===== config.mk =====
export PLATFORM = sky130hd
export DESIGN_NAME = sys_collector
export DESIGN_NICKNAME = d
export VERILOG_FILES = /design/src/rtl/sys_pkg.sv /design/src/rtl/sys_collector_sync_fifo.sv /design/src/rtl/sys_collector.sv
export SDC_FILE = /design/constraint.sdc
export NUM_CORES = 1
export LEC_CHECK = 0
export CAP_MARGIN = 20
export CORE_MARGIN = 4
export CORE_UTILIZATION = 39
export CTS_BUF_LIST = sky130_fd_sc_hd__clkbuf_4 sky130_fd_sc_hd__clkbuf_8 sky130_fd_sc_hd__clkbuf_16
export CTS_CLUSTER_DIAMETER = 40
export DETAILED_ROUTE_END_ITERATION = 8
export SYNTH_ARGS = -nofsm -noshare
export SYNTH_HDL_FRONTEND = slang
export SYNTH_SLANG_ARGS = --single-unit

===== constraint.sdc =====
create_clock -name clk -period 2.8 [get_ports clk]
set_input_delay 0.28 -clock clk [delete_from_list [all_inputs] [get_ports clk]]
set_output_delay 0.28 -clock clk [all_outputs]
set_load 0.01 [all_outputs]

===== src/rtl/sys_pkg.sv =====
// Shared datapath types for the systolic-array output path.
// Partial sums are signed 32-bit; relu() serves the optional rectification stage.
package sys_pkg;

  localparam int PSUM_W     = 32;
  localparam int COL_SIZE_W = 16;

  typedef logic signed [PSUM_W-1:0] psum_t;

  function automatic psum_t relu(input psum_t v);
    return (v < 0) ? '0 : v;
  endfunction

endpackage


===== src/rtl/sys_collector_sync_fifo.sv =====
// Single-clock FIFO holding aligned result rows; DEPTH must be a power of two >= 2.
// A push while full is ignored unless a pop happens in the same cycle.
module sync_fifo #(
  parameter int WIDTH = 64,
  parameter int DEPTH = 4
) (
  input  logic             clk,
  input  logic             rst,
  input  logic             push_i,
  input  logic [WIDTH-1:0] wdata_i,
  input  logic             pop_i,
  output logic [WIDTH-1:0] rdata_o,
  output logic             full_o,
  output logic             empty_o
);

  localparam int AW = $clog2(DEPTH);

  logic [WIDTH-1:0] mem_q [DEPTH];
  logic [AW-1:0]    wrPtr_q, wrPtr_d;
  logic [AW-1:0]    rdPtr_q, rdPtr_d;
  logic [AW:0]      count_q, count_d;
  logic             doPush, doPop;

  assign full_o  = (count_q == (AW+1)'(DEPTH));
  assign empty_o = (count_q == '0);
  assign doPop   = pop_i && !empty_o;
  assign doPush  = push_i && (!full_o || doPop);
  assign rdata_o = mem_q[rdPtr_q];

  always_comb begin
    wrPtr_d = wrPtr_q;
    rdPtr_d = rdPtr_q;
    count_d = count_q;
    if (doPush) wrPtr_d = wrPtr_q + 1'b1;
    if (doPop)  rdPtr_d = rdPtr_q + 1'b1;
    case ({doPush, doPop})
      2'b10:   count_d = count_q + 1'b1;
      2'b01:   count_d = count_q - 1'b1;
      default: count_d = count_q;
    endcase
  end

  always_ff @(posedge clk) begin
    if (rst) begin
      wrPtr_q <= '0;
      rdPtr_q <= '0;
      count_q <= '0;
    end else begin
      wrPtr_q <= wrPtr_d;
      rdPtr_q <= rdPtr_d;
      count_q <= count_d;
    end
  end

  // Storage is not reset: the pointers alone decide what is visible.
  always_ff @(posedge clk) begin
    if (doPush) mem_q[wrPtr_q] <= wdata_i;
  end

endmodule


===== src/rtl/sys_collector.sv =====
// Deskews per-column psums from the array bottom into aligned rows and queues them for output.
// Define SYS_COLLECT_RELU_EN to clamp negative enabled lanes to zero before queuing.
module sys_collector
  import sys_pkg::*;
#(
  parameter int N          = 2,
  parameter int FIFO_DEPTH = 4
) (
  input  logic                           clk,
  input  logic                           rst,
  input  logic signed [N-1:0][PSUM_W-1:0] sys_data_in,
  input  logic [N-1:0]                   sys_valid_in,
  input  logic [COL_SIZE_W-1:0]          col_size_in,
  input  logic                           col_size_valid_in,
  output logic signed [N-1:0][PSUM_W-1:0] out_data,
  output logic                           out_valid,
  input  logic                           out_ready,
  output logic [COL_SIZE_W-1:0]          out_row_cnt,
  output logic                           err_overflow,
  output logic                           err_skew
);

  psum_t                   dskData [N];
  logic [N-1:0]            dskValid;
  logic [COL_SIZE_W-1:0]   colSize_q, colSize_d;
  logic [N-1:0]            activeMask;
  logic                    rowValid;
  logic                    skewHit;
  logic [N-1:0][PSUM_W-1:0] rowData;
  logic [N-1:0][PSUM_W-1:0] fifoRdata;
  logic                    fifoFull, fifoEmpty;
  logic                    popping;
  logic [COL_SIZE_W-1:0]   rowCnt_q, rowCnt_d;
  logic                    errOverflow_q, errOverflow_d;
  logic                    errSkew_q, errSkew_d;

  // Column i enters i cycles after column 0, so it waits N-1-i stages to line up.
  for (genvar i = 0; i < N; i++) begin : g_col
    localparam int D = N - 1 - i;
    if (D == 0) begin : g_pass
      assign dskValid[i] = sys_valid_in[i];
      assign dskData[i]  = psum_t'(sys_data_in[i]);
    end else begin : g_dly
      logic [D-1:0] vld_q;
      psum_t        dat_q [D];
      always_ff @(posedge clk) begin
        if (rst) begin
          vld_q <= '0;
          for (int k = 0; k < D; k++) dat_q[k] <= '0;
        end else begin
          vld_q[0] <= sys_valid_in[i];
          dat_q[0] <= psum_t'(sys_data_in[i]);
          for (int k = 1; k < D; k++) begin
            vld_q[k] <= vld_q[k-1];
            dat_q[k] <= dat_q[k-1];
          end
        end
      end
      assign dskValid[i] = vld_q[D-1];
      assign dskData[i]  = dat_q[D-1];
    end
  end

  always_comb begin
    activeMask = '0;
    for (int i = 0; i < N; i++) activeMask[i] = (colSize_q > COL_SIZE_W'(i));
  end

  // A non-empty mask always contains column 0, so its bit doubles as the non-empty test.
  assign rowValid = dskValid[0] && activeMask[0];
  assign skewHit  = |((dskValid ^ {N{dskValid[0]}}) & activeMask);

  always_comb begin
    rowData = '0;
    for (int i = 0; i < N; i++) begin
`ifdef SYS_COLLECT_RELU_EN
      if (activeMask[i]) rowData[i] = relu(dskData[i]);
`else
      if (activeMask[i]) rowData[i] = dskData[i];
`endif
    end
  end

  sync_fifo #(
    .WIDTH (N*PSUM_W),
    .DEPTH (FIFO_DEPTH)
  ) u_fifo (
    .clk     (clk),
    .rst     (rst),
    .push_i  (rowValid),
    .wdata_i (rowData),
    .pop_i   (popping),
    .rdata_o (fifoRdata),
    .full_o  (fifoFull),
    .empty_o (fifoEmpty)
  );

  assign out_valid = !fifoEmpty;
  assign popping   = out_valid && out_ready;
  assign out_data  = out_valid ? fifoRdata : '0;

  always_comb begin
    colSize_d     = col_size_valid_in ? col_size_in : colSize_q;
    rowCnt_d      = rowCnt_q + COL_SIZE_W'(popping);
    errOverflow_d = errOverflow_q | (rowValid && fifoFull && !popping);
    errSkew_d     = errSkew_q | skewHit;
  end

  always_ff @(posedge clk) begin
    if (rst) begin
      colSize_q     <= COL_SIZE_W'(N);
      rowCnt_q      <= '0;
      errOverflow_q <= 1'b0;
      errSkew_q     <= 1'b0;
    end else begin
      colSize_q     <= colSize_d;
      rowCnt_q      <= rowCnt_d;
      errOverflow_q <= errOverflow_d;
      errSkew_q     <= errSkew_d;
    end
  end

  assign out_row_cnt  = rowCnt_q;
  assign err_overflow = errOverflow_q;
  assign err_skew     = errSkew_q;

endmodule


==> impl_metrics.env, run 1 <==
export IMPL_status="complete, no violations"
export IMPL_synth_edf_count=256
export IMPL_synth_nets=834
export IMPL_hold_worst_slack_ps=179.3
export IMPL_clock_latency_ps=510
export IMPL_diodes=0
export IMPL_finalHoldViolCount=0
export IMPL_grt_usage_pct=14.22
export IMPL_critPathCapture="out_data[36]"
export IMPL_ys_top_cells_by_area="edfxtp_1, dfxtp_1, mux4_2"
export IMPL_slowest_stage="mux4_2"
export IMPL_synth_top_cell_by_area="edfxtp_1"
export IMPL_synth_flop_cell="edfxtp_1"
export IMPL_wl_per_cell_microns=18.32
export IMPL_grt_pass1_vias=7222
export IMPL_syn_inst=740
export IMPL_remaining_drc_errors=0
export IMPL_cts_setup_buffers=0
export IMPL_cts_tree="yes"
export IMPL_nets=1019
export IMPL_pre_cts_ws_ps=47.50
export IMPL_start_util_pct=39.51
export IMPL_die_y_microns=189.3
export IMPL_die_w_microns=189.3
export IMPL_skew_ps=16.33
export IMPL_yosysUniqueCellTypes=37
export IMPL_grt_overflow=0
export IMPL_end_kind="output pin"
export IMPL_cpPeakStageDelay_ps=540
export IMPL_routed_via_density=4.754
export IMPL_final_antenna_net_count=0
export IMPL_die_area_sq_um=35840
export IMPL_use_met1_pct=17.57
export IMPL_power_density_nw_per_um2=854.1
export IMPL_clockBufferDepth=3
export IMPL_ff2ff_setup_slack_ps=350
export IMPL_r2r_start="u_fifo.count_q[0]"
export IMPL_syn_cell_area_sq_um=12820
export IMPL_antenna_found_initial=2
export IMPL_hp_class="in2reg"
export IMPL_leakage_nw=6.156
export IMPL_required_ps=2520
export IMPL_firstDrtPassIters=5
export IMPL_grt_pass1_wl_microns=40170
export IMPL_boundaryPins=169
export IMPL_max_cap_viol_count=0
export IMPL_avgSynthCellArea_sq_um=17.33
export IMPL_period_needed_ps=2699
export IMPL_worstMarginPinSlew_ps=1037
export IMPL_syn2layout_area_growth_pct=28.82
export IMPL_io_buffers=168
export IMPL_slew_limit_headroom_pct=30.84
export IMPL_htree_levels=2
export IMPL_grt_busiest_layer="met2"
export IMPL_reg2regPathDepth=9
export IMPL_worstPathMaxFanout=47
export IMPL_nFillCells=2743
export IMPL_reg2reg_to="u_fifo.count_q[2]"
export IMPL_seq_area_frac_synth_pct=71.82
export IMPL_final_cell_mix="edfxtp_1, clkdlybuf4s50_1, and2_1"
export IMPL_crit_chain="buf_16, mux4_2, and2_1, clkdlybuf4s50_1"
export IMPL_place_area_sq_um=15060
export IMPL_fin_util_pct=50.90
export IMPL_cts_sinks=332
export IMPL_via_count=6642
export IMPL_dr_first_iter_drc_count=290
export IMPL_ctsRootBufferMaster="clkbuf_16"
export IMPL_setup_violations=0
export IMPL_critical_path_class="reg2out"
export IMPL_yosysWarnings=0
export IMPL_cts_buffers=41
export IMPL_critPathArrivalTime_ps=2420
export IMPL_clkTransAtPathRegs_ps=60
export IMPL_worstSetupStartpointType="register"
export IMPL_dp_hpwl_microns=14630
export IMPL_row_count=66
export IMPL_layout_commonest_cell="edfxtp_1"
export IMPL_drive_gt1_share_pct=17.49
export IMPL_synth_top_area_share_pct=59.95
export IMPL_rsz0062_at_grt="yes"
export IMPL_drt_wl_total_microns=25600
export IMPL_synth_seq_cells=332
export IMPL_place_congestion=0.7473
export IMPL_timing_final_ws_setup_ps=101.0
export IMPL_regArea_sq_um=9216
export IMPL_drv_slew=0
export IMPL_final_area_sq_um=16520
export IMPL_core_area_sq_um=32450
export IMPL_min_period_over_period_pct=96.39
export IMPL_synth_async_sr_flop_share_pct=0
export IMPL_grt_max_degree=66
export IMPL_tns_ps=0
export IMPL_grt_use_met2_pct=24.83
export IMPL_fmax_mhz=370.5
export IMPL_multiInputGateArea_sq_um=3428
export IMPL_ir_drop_v=0.0004546
export IMPL_grtUsageMet3_pct=4.148
through the flow:
step	total power, mW	instances
2_1_floorplan	7.600	740
3_3_place_gp	9.324	1324
3_5_place_dp	9.337	1324
4_1_cts	14.46	1397
5_1_grt	14.84	1397
6_report	14.11	1397
state kept, by name, indices dropped and copies added, names as in the netlist, named ones only:
signal / cells
err_overflow: 1
err_skew: 1
u_fifo.mem_q: 256
g_col.g_dly.vld_q: 1
u_fifo.wrPtr_q: 2
u_fifo.rdPtr_q: 2
colSize_q: 16
out_row_cnt: 16
u_fifo.count_q: 3
g_col.g_dly.dat_q: 32
kinds of logic after synthesis:
| kind of cell | Yosys count | synth area share [%] |
|---|---|---|
| adder cells (fa/ha/maj) | 8 | 0.8392 |
| buffers and inverters | 48 | 1.552 |
| multiplexers | 81 | 12.61 |
| AO/OA/AOI/OAI | 14 | 0.7709 |
| XOR/XNOR | 17 | 1.161 |
| AND/OR/NAND/NOR | 240 | 11.25 |
| flip-flops | 332 | 71.82 |
timing repair:
action                                  in CTS  in global routing
endpoints found under the setup margin      13                 53
hold buffers                                 0                  0
resized for setup                            4                 41
layout make-up:
| cell class | count | share of cell area, % |
|---|---|---|
| multi-input cells | 360 | 20.75 |
| repair buffers | 179 | 11.68 |
| flip-flops and latches | 332 | 55.79 |
| clock inverters | 18 | 0.9998 |
| well taps | 442 | 3.348 |
| clock buffers | 55 | 7.173 |
| inverters | 11 | 0.2500 |
worst max-delay path, delay by kind of cell (launching register included):
family	cells	cell delay [ps]
AND/OR/NAND/NOR	1	170
buffers and inverters	2	800
multiplexers	1	540
flip-flops	1	370
report_power, final:
group | leakage, nW | internal (mW) | total (mW) | switching, mW
combinational | 2.52 | 1.89 | 3.41 | 1.53
sequential | 2.97 | 5.52 | 5.61 | 0.0957
clock | 0.664 | 3.17 | 5.08 | 1.91
Yosys cell counts (2+ instances only):
cell type	number
a21oi_1	6
and2_1	93
and2_2	7
buf_1	7
buf_2	11
clkbuf_1	17
dfxtp_1	76
edfxtp_1	256
ha_1	7
inv_1	11
mux2i_1	16
mux4_2	64
nand2_1	3
nand2b_1	3
nand3_1	6
nand4_2	3
nor2_1	39
nor2b_1	68
nor3_1	5
nor4_1	3
nor4_2	2
o21ai_0	3
o31a_1	2
or3_1	4
xnor2_1	11
xor2_1	6
metal layers:
layer | routed length (microns) | up-vias
met4 | 447 | 4
met3 | 1483 | 37
li1 | - | 3128
met2 | 12880 | 134
met1 | 10770 | 3339
met5 | 20 | -
how the worst min path moves through the flow:
stage,start,end,slack [ps],depth (start not counted)
6_report,rst,colSize_q[8],180,2
5_1_grt,rst,colSize_q[8],190,2
4_1_cts,rst,colSize_q[8],170,2
3_5_place_dp,err_overflow,err_overflow,460,2
3_3_place_gp,err_overflow,err_overflow,440,2
2_1_floorplan,col_size_in[1],colSize_q[1],400,1
Power figures use the tool's default switching activity.
==> run 2: changes to the inputs <==
--- a/config.mk
+++ b/config.mk
@@ -6,7 +6,6 @@
 export NUM_CORES = 1
 export LEC_CHECK = 0
 export CAP_MARGIN = 20
-export CORE_MARGIN = 4
 export CORE_UTILIZATION = 39
 export CTS_BUF_LIST = sky130_fd_sc_hd__clkbuf_4 sky130_fd_sc_hd__clkbuf_8 sky130_fd_sc_hd__clkbuf_16
 export CTS_CLUSTER_DIAMETER = 40
==> impl_metrics.env, run 2 (same netlist as run 1, synthesis figures left out) <==
export IMPL_top_regs="u_fifo.mem_q: 256 flops, g_col.g_dly.dat_q: 32 flops"
export IMPL_via_count=6635
export IMPL_skew_ps=13.47
export IMPL_max_cap_viol_count=0
export IMPL_remaining_drc_errors=0
export IMPL_intPower_mw=10.89
export IMPL_fmax_mhz=375.7
export IMPL_r2r_start="u_fifo.count_q[0]"
export IMPL_critPathArrivalTime_ps=2380
export IMPL_row_count=66
export IMPL_setup_violations=0
export IMPL_finalHoldViolCount=0
export IMPL_routed_via_density=4.722
export IMPL_seqPwrFrac_pct=38.4
export IMPL_critical_path_class="reg2out"
export IMPL_htree_levels=2
export IMPL_drive_gt1_share_pct=18.38
export IMPL_clkPwrFrac_pct=37.0
export IMPL_nets=1024
export IMPL_cts_tree="yes"
export IMPL_critPathCapture="out_data[37]"
export IMPL_power_density_nw_per_um2=882.5
export IMPL_ir_drop_v=0.0005978
export IMPL_drt_wl_total_microns=25250
export IMPL_die_area_sq_um=33610
export IMPL_drv_slew=0
export IMPL_min_period_over_period_pct=95.06
export IMPL_required_ps=2520
export IMPL_switching_share_pct=25.58
export IMPL_reg2reg_to="u_fifo.count_q[2]"
export IMPL_cts_sinks=332
export IMPL_hold_worst_slack_ps=232.6
export IMPL_die_y_microns=183.3
export IMPL_firstDrtPassIters=4
export IMPL_top_register="u_fifo.mem_q"
export IMPL_timing_final_ws_setup_ps=138.4
export IMPL_clockBufferDepth=3
export IMPL_grt_overflow=0
export IMPL_die_w_microns=183.3
export IMPL_boundaryPins=169
export IMPL_crit_chain="buf_12, mux4_2, and2_1, clkdlybuf4s50_1"
export IMPL_antenna_found_initial=0
export IMPL_cp_depth=4
export IMPL_dp_hpwl_microns=14510
export IMPL_ff2ff_setup_slack_ps=370
export IMPL_cts_buffers=42
export IMPL_cp_top_family="buffers and inverters"
export IMPL_wl_per_cell_microns=17.97
export IMPL_critPathBufInv=2
export IMPL_worstSetupStartpointType="register"
export IMPL_leakage_nw=5.556
export IMPL_grt_pass1_vias=6972
export IMPL_slew_limit_headroom_pct=31.75
export IMPL_io_buffers=168
export IMPL_largest_reg_flops=256
export IMPL_period_needed_ps=2662
export IMPL_ctsRootBufferMaster="clkbuf_16"
export IMPL_end_kind="output pin"
export IMPL_cpPeakStageDelay_ps=540
export IMPL_worstMarginPinSlew_ps=1024
export IMPL_status="complete, no violations"
export IMPL_place_congestion=0.6920
export IMPL_grt_max_degree=66
export IMPL_core_area_sq_um=32450
export IMPL_syn2layout_area_growth_pct=29.27
export IMPL_grt_usage_pct=15.46
export IMPL_diodes=0
export IMPL_pre_cts_ws_ps=32.71
export IMPL_final_cell_mix="edfxtp_1, clkdlybuf4s50_1, and2_1"
export IMPL_clkTransAtPathRegs_ps=60
export IMPL_hp_class="in2reg"
export IMPL_nFillCells=2666
export IMPL_grt_pass1_wl_microns=39420
export IMPL_dr_first_iter_drc_count=397
export IMPL_reg2regPathDepth=9
export IMPL_hold_buffers=0
export IMPL_rsz0062_at_grt="no"
export IMPL_final_antenna_net_count=0
export IMPL_p_comb_share_pct=24.6
export IMPL_worstPathMaxFanout=21
export IMPL_start_util_pct=39.51
export IMPL_slowest_stage="mux4_2"
export IMPL_p_switching_mw=3.742
export IMPL_clock_latency_ps=520
export IMPL_layout_commonest_cell="edfxtp_1"
export IMPL_tns_ps=0
run 2: changes by cell type in the layout (fill, tap and decap cells not counted), sizes merged:
cell / change
dlymetal6s2s: -40
bufinv: +1
inv: +5
clkbuf: -4
clkinvlp: +2
dlygate4sd2: -3
buf: +4
clkdlybuf4s50: +43
run 2: how the worst min path moves through the flow:
stage,end,slack [ps],cells past startpoint,start
final,colSize_q[0],230,2,rst
after global routing,colSize_q[0],250,2,rst
after CTS,colSize_q[0],220,2,rst
after detailed placement,err_overflow,450,2,err_overflow
after global placement,err_overflow,430,2,err_overflow
after floorplan,colSize_q[1],400,1,col_size_in[1]
run 2: power groups by stage:
| stage | combinational, mW | clock [mW] | sequential [mW] |
|---|---|---|---|
| after CTS | 3.70 | 5.54 | 5.62 |
| final | 3.60 | 5.41 | 5.62 |
| after global routing | 3.91 | 5.73 | 5.64 |
| after floorplan | 1.93 | 0 | 5.67 |
| after global placement | 3.68 | 0 | 5.72 |
| after detailed placement | 3.69 | 0 | 5.72 |
run 2: area by class of cell:
class | count | area, sq um | share of cell area (%)
Clock buffer | 51 | 1184 | 7.141
Timing Repair Buffer | 183 | 1893 | 11.42
Multi-Input combinational cell | 360 | 3428 | 20.68
Sequential cell | 332 | 9216 | 55.60
Clock inverter | 26 | 260.3 | 1.570
Tap cell | 442 | 553.0 | 3.336
Inverter | 11 | 41.29 | 0.2491
run 2: repair_timing:
item                       CTS  global route
hold endpoints to repair     0             0
setup endpoints to repair    0             9
buffers inserted             0             0
gates resized for setup      0             1
run 2: through the flow:
stage | utilization, % | cell area (sq um) | std cells | power [mW]
final | 51.08 | 16580 | 1405 | 14.63
after global routing | 51.08 | 16580 | 1405 | 15.28
after CTS | 51.06 | 16570 | 1405 | 14.87
after detailed placement | 46.62 | 15130 | 1328 | 9.416
after global placement | 46.62 | 15130 | 1328 | 9.399
after floorplan | - | 12820 | 740 | 7.600
run 2: per-layer routing:
| metal | up-vias | routed length, microns | global-route usage [%] |
|---|---|---|---|
| li1 | 3150 | - | - |
| met1 | 3289 | 10800 | 19.77 |
| met2 | 161 | 12560 | 26.19 |
| met3 | 35 | 1472 | 3.733 |
| met4 | 0 | 423 | 4.367 |
| met5 | - | 0 | 0 |
